==> src/rtl/pwm_sample_fifo_pkg.sv <==
// Shared audio constants used by the audio processing unit, the PWM and the sample FIFO.
package pwm_sample_fifo_pkg;

  localparam int unsigned SAMPLE_WIDTH = 9;

  // Mid-scale compare value: 50% duty, i.e. silence
  localparam logic [SAMPLE_WIDTH-1:0] IDLE_COMPARE_VALUE = SAMPLE_WIDTH'(128);

endpackage

==> src/rtl/sample_fifo_mem.sv <==
// Simple dual-port sample storage: synchronous write, asynchronous read, no reset.
module sample_fifo_mem
  import pwm_sample_fifo_pkg::*;
#(
  parameter int unsigned WIDTH      = SAMPLE_WIDTH,
  parameter int unsigned ADDR_WIDTH = 3
) (
  input  logic                  clk,
  input  logic                  wr_en,
  input  logic [ADDR_WIDTH-1:0] wr_addr,
  input  logic [WIDTH-1:0]      wr_data,
  input  logic [ADDR_WIDTH-1:0] rd_addr,
  output logic [WIDTH-1:0]      rd_data
);

  localparam int unsigned DEPTH = 1 << ADDR_WIDTH;

  logic [WIDTH-1:0] mem [DEPTH];

  // Write port
  always_ff @(posedge clk) begin
    if (wr_en) begin
      mem[wr_addr] <= wr_data;
    end
  end

  // Read port, combinational so the head entry is available on the read edge
  assign rd_data = mem[rd_addr];

endmodule

==> src/rtl/pwm_sample_fifo.sv <==
// Rate-decoupling FIFO between the audio sample producer and the PWM compare register.
module pwm_sample_fifo
  import pwm_sample_fifo_pkg::*;
#(
  parameter int unsigned     WIDTH        = SAMPLE_WIDTH,
  parameter int unsigned     DEPTH_LOG2   = 3,
  parameter logic [WIDTH-1:0] IDLE_COMPARE = WIDTH'(IDLE_COMPARE_VALUE)
) (
  input  logic                  i_clk,
  input  logic                  i_rst,
  input  logic [WIDTH-1:0]      i_sample,
  input  logic                  i_sample_valid,
  output logic                  o_ready,
  input  logic                  i_cycle_end,
  output logic [WIDTH-1:0]      o_compare,
  output logic                  o_compare_valid,
  output logic [DEPTH_LOG2:0]   o_level,
  output logic                  o_underrun,
  output logic                  o_overrun
);

  localparam int unsigned DEPTH   = 1 << DEPTH_LOG2;
  localparam int unsigned LEVEL_W = DEPTH_LOG2 + 1;
  localparam logic [LEVEL_W-1:0] FULL_LEVEL = LEVEL_W'(DEPTH);

  logic [DEPTH_LOG2-1:0] wr_ptr;
  logic [DEPTH_LOG2-1:0] rd_ptr;
  logic [WIDTH-1:0]      head_data;
  logic                  full;
  logic                  empty;
  logic                  wr_en;
  logic                  rd_en;

  // Full/empty come only from the registered level, never from pointer compare
  assign full    = (o_level == FULL_LEVEL);
  assign empty   = (o_level == '0);
  assign o_ready = !full;
  assign wr_en   = i_sample_valid && !full;
  assign rd_en   = i_cycle_end && !empty;

  sample_fifo_mem #(
    .WIDTH      (WIDTH),
    .ADDR_WIDTH (DEPTH_LOG2)
  ) u_mem (
    .clk     (i_clk),
    .wr_en   (wr_en),
    .wr_addr (wr_ptr),
    .wr_data (i_sample),
    .rd_addr (rd_ptr),
    .rd_data (head_data)
  );

  // Pointers, occupancy, compare register and event pulses
  always_ff @(posedge i_clk or posedge i_rst) begin
    if (i_rst) begin
      wr_ptr          <= '0;
      rd_ptr          <= '0;
      o_level         <= '0;
      o_compare       <= IDLE_COMPARE;
      o_compare_valid <= 1'b0;
      o_underrun      <= 1'b0;
      o_overrun       <= 1'b0;
    end else begin
      o_compare_valid <= rd_en;
      o_underrun      <= i_cycle_end && empty;
      o_overrun       <= i_sample_valid && full;
      if (wr_en) begin
        wr_ptr <= wr_ptr + DEPTH_LOG2'(1);
      end
      if (rd_en) begin
        rd_ptr    <= rd_ptr + DEPTH_LOG2'(1);
        o_compare <= head_data;
      end
      case ({wr_en, rd_en})
        2'b10:   o_level <= o_level + LEVEL_W'(1);
        2'b01:   o_level <= o_level - LEVEL_W'(1);
        default: o_level <= o_level;
      endcase
    end
  end

endmodule

==> config.mk <==
export PLATFORM = sky130hd
export DESIGN_NAME = pwm_sample_fifo
export DESIGN_NICKNAME = d
export VERILOG_FILES = /design/src/rtl/pwm_sample_fifo_pkg.sv /design/src/rtl/sample_fifo_mem.sv /design/src/rtl/pwm_sample_fifo.sv
export SDC_FILE = /design/constraint.sdc
export NUM_CORES = 1
export LEC_CHECK = 0
export ABC_AREA = 1
export ABC_CLOCK_PERIOD_IN_PS = 2980
export CORE_ASPECT_RATIO = 0.6
export CORE_UTILIZATION = 60
export CTS_BUF_LIST = sky130_fd_sc_hd__clkbuf_16
export DETAILED_ROUTE_END_ITERATION = 10
export PLACE_DENSITY = 0.82
export SETUP_SLACK_MARGIN = 0.05
export SLEW_MARGIN = 25
export SYNTH_ARGS = -nofsm -noshare
export SYNTH_HDL_FRONTEND = slang
export SYNTH_SLANG_ARGS = --single-unit
==> constraint.sdc <==
create_clock -name i_clk -period 2.98 [get_ports i_clk]
set_input_delay 0.447 -clock i_clk [delete_from_list [all_inputs] [get_ports i_clk]]
set_output_delay 0.447 -clock i_clk [all_outputs]
set_load 0.1 [all_outputs]
== After elaboration in Yosys (flattened, before gate mapping) ==
Memories as Yosys holds them, arrays and structs flattened. A register that Yosys moved wholly into a read port is not among the register bits.
Index checks and enable logic that the tools add are counted.

* Output and inout bits: 17
* Input port bits: 13
* Logic and storage cells: 25
* Register bits after elaboration: 13
* RAM bits: 72
* Memories: 1

{| class="wikitable"
|+ Memories
! name !! depth !! width !! rd ports !! clocked after memory_dff !! write ports !! RTL line !! RTL
|-
| u_mem.mem || 8 || 9 || 1 || 1 || 1 || sample_fifo_mem.sv:18 || <nowiki>logic [WIDTH-1:0] mem [DEPTH];</nowiki>
|}

* Reductions and logical operators: 8
* Equal/unequal tests: 3
* Multiplexer cells: 3
* Add/subtract/negate cells: 4

{| class="wikitable"
|+ Operators by type and width
! operator !! count
|-
| $pmux W4 S2 || 1
|-
| $add A3 B1 Y3 const B || 2
|-
| $add A4 B1 Y4 const B || 1
|-
| $eq A4 B4 Y1 const B || 1
|-
| $logic_and A1 B1 Y1 || 4
|-
| $logic_not A4 Y1 || 1
|-
| $sub A4 B1 Y4 const B || 1
|-
| $eq A2 B1 Y1 const B || 1
|-
| $eq A2 B2 Y1 const B || 1
|-
| $logic_not A1 Y1 || 2
|-
| $mux W1 || 2
|-
| $reduce_bool A2 Y1 || 1
|}

== Depth between registers and ports, before layout ==
Gate-level depths: netlist of run 1.

* Depth in word-level cells: 5
* Gate-level depth with buffers: 14
* Depth with buffers taken out: 13

== Hierarchy ==
From an unflattened synthesis of run 1, not the netlist that was laid out.

* Cells, all modules: 437
* Area, all modules: 4231.6 um^2

{| class="wikitable"
|+ Modules (own cells, without submodules)
! module !! times used !! area an instance (um^2) !! seq. area each (um^2) !! cells an instance
|-
| sample_fifo_mem || 1 || 3228.1 || 2162.1 || 328
|-
| pwm_sample_fifo || 1 || 1003.5 || 551.8 || 109
|}

== Least setup slack after synthesis of run 1 ==
No wires, ideal clock.

* Path type: register to register
* Start: register o_level[3]
* End: register o_level[2]
* Library setup time: 0.129 ns
* Clock period less this slack: 3.016 ns
* Data arrival time: 2.887 ns
* Path buffers: 0
* Setup slack: -0.036 ns
* Stages on the path, launching flop included: 11
* Required time: 2.851 ns
* Path through: dfrtp_1 nand3_2 nand2_4 ha_1 nand2_1 inv_1 nor2_1 ha_1 a21oi_1 xor2_1 o21ai_0

* Cells in the longest elaborated chain, start to end: 5
* Elaborated cells on any way between the ends: 10
* Classes of those cells: 3 x eq/ne; 1 x mux; 6 x reduce/logical

{| class="wikitable"
|+ Ends and longest elaborated chain
! element !! RTL line !! RTL
|-
| start: declaration || pwm_sample_fifo.sv:17 || <nowiki>output logic [DEPTH_LOG2:0] o_level,</nowiki>
|-
| start signal: assignment || pwm_sample_fifo.sv:75 || <nowiki>2'b10: o_level <= o_level + LEVEL_W'(1);</nowiki>
|-
| start signal: assignment || pwm_sample_fifo.sv:76 || <nowiki>2'b01: o_level <= o_level - LEVEL_W'(1);</nowiki>
|-
| start signal: assignment || pwm_sample_fifo.sv:77 || <nowiki>default: o_level <= o_level;</nowiki>
|-
| $eq A4 B4 Y1 (*) || pwm_sample_fifo.sv:35 || <nowiki>assign full = (o_level == FULL_LEVEL);</nowiki>
|-
| $logic_not A1 Y1 (*) || - ||
|-
| via o_ready || pwm_sample_fifo.sv:13 || <nowiki>output logic o_ready,</nowiki>
|-
| $logic_and A1 B1 Y1 (*) || pwm_sample_fifo.sv:38 || <nowiki>assign wr_en = i_sample_valid && !full;</nowiki>
|-
| $eq A2 B1 Y1 / $eq A2 B2 Y1 (equally long branches) || pwm_sample_fifo.sv:74 || <nowiki>case ({wr_en, rd_en})</nowiki>
|-
| $pmux W4 S2 / $reduce_bool A2 Y1 (equally long branches) || - ||
|}

Mark *: on every way through the listed nets, which the timed path passes. The rest lies on a longest branch.
A chain may end at the register's enable or synchronous reset.

== Worst setup path in the final report of run 1 ==
* Start: register o_level[0]
* End: register o_level[2]

* Cells in the longest elaborated chain, start to end: 5
* Elaborated cells on any way between the ends: 12
* Classes of those cells: 2 x add/sub; 3 x eq/ne; 1 x mux; 6 x reduce/logical

{| class="wikitable"
|+ Ends and longest elaborated chain
! element !! RTL line
|-
| $eq A4 B4 Y1 / $logic_not A4 Y1 (equally long branches) || pwm_sample_fifo.sv:35, pwm_sample_fifo.sv:36
|-
| $logic_not A1 Y1, on equally long branches || pwm_sample_fifo.sv:38, pwm_sample_fifo.sv:39
|-
| $logic_and A1 B1 Y1, on equally long branches || pwm_sample_fifo.sv:38, pwm_sample_fifo.sv:39
|-
| $eq A2 B1 Y1 / $eq A2 B2 Y1 (equally long branches) || pwm_sample_fifo.sv:74
|-
| $pmux W4 S2 / $reduce_bool A2 Y1 (equally long branches) || -
|}

Several ways; a longest one is shown, not always the timed one.

==> metrics, run 1 <==
Syn Nets 354; GPL Wtd Cong between 0.8 and 0.9; Worst R2R End o_level[2]; die width between 100 and 150 um; Die ar. 6844 um^2; reg-to-reg startpoint o_level[0]; gr ovfl total 0; Filler cells between 400 and 500; # IOs 30; Leakage 1.772 nW; pwr dens between 1000 and 1500 nW/um^2; num rows 22; area leader, netlist edfxtp_1; WL/cell between 15 and 20 um; WP data arrival approximately 2500 ps; Synth warnings 0; Bufs on Longest Clock Path 2; Final Worst Setup Slack 679.8 ps; Hold Crit Class reg2reg; largest net degree at the start of global routing 38; Worst-Margin Slew between 700 and 800 ps; Max-cap violations 0; count of cell types in the netlist 23; DP Cell Count about 440; Finish-stage setup viols 0; Initial DRC Count 240; fin util 0.7309; DRT Pass-1 Iters 4; Post-CTS Hold Fix Bufs 0; Max Fclk 434.7 MHz; Starting Density 0.6303; Post-CTS Setup Repair Bufs 0; antenna violations before repair 0; clk sinks between 90 and 100; Worst-Skew Late Latency 340 ps; Seq/Total Area, Yosys 0.6952; type of the worst setup path reg2reg; endpoints failing hold 0; Final ANT Viol Nets 0; Final Cell Area ~4500 um^2; Critical Path RT 3190 ps; Power Total 5.474 mW; Slew headroom 0.4683; outcome finished clean; WL final 7.962 mm; Final HPWL DP about 5 mm; placed instance area about 4200 um^2; CTS root buffer clkbuf_16; post-CTS sizing 0; Final Cycle Share 0.7719; Setup crit end kind flop; Num CTS Buffers 9; GRT Resource Usage Total 0.2615; number of synthesized register bits 94; area share of the largest cell type after synthesis 0.5538; Layout Cells excl Fill 459; wire length of the first global-routing pass roughly 13 mm; Syn Inst Count between 300 and 400; Max Slew Vio Count 0; synthesized area per cell between 10 and 15 um^2; post-route clock skew between 7 and 8 ps; antenna cell count 0; R2R cell count 11; Via density ~5.5; vias post-DR ~2500; Startpoint Class flop; area delta synth->final 15.96%; CTS tree done; Place WS around 510 ps; share of layout cells above drive strength 1 0.1493; vias in the first global route about 2400; RSZ-0062 raised after global routing no; final hold slack roughly 480 ps; clock period minus worst slack 2300 ps; setup_tns 0 ps; core area 6193 um^2; worst-path maximum fanout 11; port bufs 29; hold path depth 2; maximum VDD drop around 0.00084 V; R2R Setup Slk 680 ps; htree depth 3; Endpoint, Worst Hold o_compare[7]; Die H roughly 64 um; Syn Std Cell Area approximately 3900 um^2; cells taking the most area after synthesis edfxtp_1 55%, dfrtp_1 13%, nor2_1 7.7%; clock-pin slew on the worst setup and hold paths roughly 60 ps; residual DRC count 0; Hold Crit Start o_compare[7]; Final #Nets between 300 and 400
## synthesized netlist by cell type
library cell,count
xor2_1,4
buf_2,2
buf_6,10
nor2_1,80
nor2_2,5
nand2_4,1
nand3_2,1
clkinv_1,1
o21ai_1,30
xnor2_1,2
dfrtp_1,21
o21ai_0,10
ha_1,5
nand2_1,42
a21oi_1,1
inv_4,2
buf_4,1
nand3_1,31
dfstp_2,1
inv_2,4
inv_1,9
edfxtp_1,72
or2_4,1
## power breakdown
group	total [mW]	switching [mW]	internal (mW)
combinational	2.25	1.67	0.572
clock	1.29	0.470	0.823
sequential	1.93	0.219	1.72
total	5.47	2.36	3.11
## cell type report
cell class                 instances  area [um^2]  share of cell area
clock buffer                       9        225.2             0.04975
multi-input combinational        213        994.7              0.2197
tap                               84        105.1             0.02322
timing repair buffer              36        300.3             0.06634
sequential                        94         2715              0.5998
clock inverter                     7        121.4             0.02681
inverter                          16        65.06             0.01437
## registers in the layout, summed over array words and instances (netlist names)
| signal | cells |
|---|---|
| o_compare_valid | 1 |
| rd_ptr | 3 |
| o_overrun | 1 |
| wr_ptr | 3 |
| o_compare | 9 |
| o_level | 4 |
| u_mem.mem | 72 |
| o_underrun | 1 |
## critical path, stage by stage (launching register included)
cell	delay, ps
dfrtp_1	460
nor2_2	180
nand3_1	120
nand2_1	310
inv_2	80
ha_1	250
nor2_1	120
nor2_1	80
ha_1	180
a21oi_1	150
xor2_1	160
o21ai_0	90
## worst max-delay path by stage
stage	to	depth (start not counted)	from
4_1_cts	o_level[2]	11	o_level[0]
6_report	o_level[2]	11	o_level[0]
2_1_floorplan	o_level[2]	11	o_level[0]
3_3_place_gp	o_level[2]	11	i_cycle_end
3_5_place_dp	o_level[2]	11	i_cycle_end
5_1_grt	o_level[2]	12	o_level[0]
## logic make-up after synthesis
group	after synthesis	share of synthesized area
simple gates	161	0.1728
fa+ha+maj	5	0.01603
compound gates	41	0.05256
buf+inv	29	0.05000
xor+xnor	6	0.01346
flops	94	0.6952
## cells in the final DEF (no fill, tap or decap), types with 4 or more instances in the layout
cell             Yosys  final
clkbuf_16            0      9
nor2_2               5      5
inv_2                4      4
o21ai_0             10     10
nor2_1              80     80
buf_4                1     24
nand2_1             42     42
nand3_1             31     31
ha_1                 5      5
dfrtp_1             21     20
edfxtp_1            72     72
inv_1                9      9
xor2_1               4      4
o21ai_1             30     30
clkdlybuf4s50_1      0     12
## per-layer routing
metal,wire length (um),global-route usage
met1,3485,0.3682
met5,0,0
met4,45,0.08681
met2,3574,0.3912
met3,857,0.08249
Note: power is estimated with default switching activity, not from simulation.
==> run 2: changes to the inputs <==
--- a/config.mk
+++ b/config.mk
@@ -6,12 +6,12 @@
 export NUM_CORES = 1
 export LEC_CHECK = 0
 export ABC_AREA = 1
-export ABC_CLOCK_PERIOD_IN_PS = 2980
+export ABC_CLOCK_PERIOD_IN_PS = 2150
 export CORE_ASPECT_RATIO = 0.6
-export CORE_UTILIZATION = 60
+export CORE_UTILIZATION = 57
 export CTS_BUF_LIST = sky130_fd_sc_hd__clkbuf_16
 export DETAILED_ROUTE_END_ITERATION = 10
-export PLACE_DENSITY = 0.82
+export PLACE_DENSITY = 0.78
 export SETUP_SLACK_MARGIN = 0.05
 export SLEW_MARGIN = 25
 export SYNTH_ARGS = -nofsm -noshare
==> constraint.sdc (replaced) <==
create_clock -name i_clk -period 2.15 [get_ports i_clk]
set_input_delay 0.3225 -clock i_clk [delete_from_list [all_inputs] [get_ports i_clk]]
set_output_delay 0.3225 -clock i_clk [all_outputs]
set_load 0.1 [all_outputs]
==> metrics, run 2 (same netlist as run 1, synthesis figures left out) <==
Comb power frac 0.433; Critical Path RT about 2400 ps; CP peak stage delay 520 ps; CTS root buffer clkbuf_16; Bufs on Longest Clock Path 2; outcome finished clean; Post-CTS Hold Fix Bufs 0; clock group share of total power 0.219; Switch Pwr ~3.3 mW; cell-internal power ~4.3 mW; Largest register FFs roughly 70; largest net degree at the start of global routing 38; Final ANT Viol Nets 0; Via density between 5 and 6; CTS tree done; Post-CTS Setup Repair Bufs 0; Starting Density 0.6139; Leakage 1.819 nW; WL final roughly 8.5 mm; Seq pwr share 0.348; Max-cap violations 0; Place WS 132.1 ps; Layout Cells excl Fill 470; htree depth 3; pwr dens between 1500 and 2000 nW/um^2; Worst-Margin Slew slightly below 500 ps; GRT Resource Usage Total 0.2678; maximum VDD drop just over 0.001 V; endpoints failing hold 0; share of layout cells above drive strength 1 0.2021; Max Fclk roughly 500 MHz; WP data arrival ~2200 ps; most frequent cells in the layout 75 x nor2_1, 72 x edfxtp_1, 42 x nand2_1; final hold slack between 300 and 400 ps; placed instance area roughly 4300 um^2; Hold Crit Class in2async; WL/cell around 18 um; # IOs 30; GPL Wtd Cong ~0.84; Final #Nets roughly 400; Top delay family on crit path simple AND/OR/NAND/NOR gates; type of the worst setup path reg2reg; num rows 22; clock period minus worst slack between 1500 and 2000 ps; Setup crit end kind flop; commonest non-fill, non-tap cell in the layout nor2_1; CP max-delay cell dfrtp_4; largest register by flop count u_mem.mem; port bufs 29; crit path buf inv count 2; Num CTS Buffers 9; Initial DRC Count ~230; RSZ-0062 raised after global routing no; Startpoint Class flop; core area 6359 um^2; wire length of the first global-routing pass 13.41 mm; antenna cell count 0; vias post-DR 2604; Die ar. 7195 um^2; Slew headroom 0.6707; DP Cell Count about 450; die width between 100 and 150 um; worst-path cell chain nor2_4 > nand3_1 > nand2_1 > inv_2 > buf_4 > ha_1 > xnor2_2 > nand3_1 > nand3_1 > nand2_1; biggest regs u_mem.mem (72), o_compare (9), o_level (4); post-route clock skew roughly 7.5 ps; Die H 66.11 um; Final Worst Setup Slack roughly 180 ps; Sw Ratio 0.4368; Final Cycle Share 0.9167; Max Slew Vio Count 0; area delta synth->final 19.07%; DRT Pass-1 Iters 4; Finish-stage setup viols 0; Final Cell Area approximately 4600 um^2; worst-path maximum fanout 14; residual DRC count 0; CP most frequent cell nand3_1; gr ovfl total 0; clk sinks 94; Final HPWL DP around 5.3 mm; fin util 0.7310; vias in the first global route around 2600; Worst-Skew Late Latency between 300 and 400 ps; antenna violations before repair 0; clock-pin slew on the worst setup and hold paths around 70 ps
[run 2: cell types whose count changed in the layout (fill, tap and decap cells not counted), moves of 2 or more]
cell and delta:
buf_4 +11, o21ai_0 -2, nor2_2 +4, ha_1 -2
nor2_1 -5, o21ai_1 +2, dfrtp_1 -3, dfrtp_4 +4
[run 2: tightest hold or removal path: stages]
cell	delay, ps
clkdlybuf4s50_1	400
inv_1	50
buf_4	280
[run 2: cell type report]
| cell class | count | area [um^2] |
|---|---|---|
| clock inverter | 7 | 95.09 |
| clock buffer | 9 | 225.2 |
| timing repair buffer | 47 | 382.9 |
| multi-input combinational | 213 | 1046 |
| inverter | 16 | 65.06 |
| fill | 423 | 1710 |
| sequential | 94 | 2729 |
| tap | 84 | 105.1 |
[run 2: final timing paths]
kind                       depth (start not counted)      endpoint          from  slack (ps)
max in group asynchronous                          3  o_compare[7]         i_rst        1550
min in group i_clk                                 2  o_compare[7]  o_compare[7]         490
hold / removal                                     3  o_compare[0]         i_rst         320
setup / recovery                                  10    o_level[3]    o_level[1]         180
setup reg to reg                                  10    o_level[3]    o_level[1]         180
hold reg to reg                                    2  o_compare[7]  o_compare[7]         490
[run 2: power groups by stage]
stage | combinational, mW | sequential, mW | clock, mW
6_report | 3.31 | 2.66 | 1.68
2_1_floorplan | 1.65 | 3.59 | 0
4_1_cts | 3.31 | 2.66 | 1.70
3_3_place_gp | 3.20 | 2.67 | 0
5_1_grt | 3.57 | 2.70 | 1.77
3_5_place_dp | 3.28 | 2.69 | 0
[run 2: routing by layer]
metal	track usage	vias up	wire [um]
met2	0.4328	106	4068
met4	0.08784	0	112
li1	-	1234	-
met3	0.07488	11	621
met1	0.3537	1253	3653
met5	0	-	0
[run 2: stage by stage]
stage,total power [mW],TNS [ps]
CTS,7.670,0
floorplan,5.241,-105.9
detailed placement,5.970,0
finish,7.655,0
global placement,5.867,0
global route,8.036,0
[run 2: what timing repair did]
| action | CTS | global route |
|---|---|---|
| setup endpoints to repair | 0 | 2 |
| endpoints found under the hold margin | 0 | 0 |
| gates resized for setup | 0 | 3 |
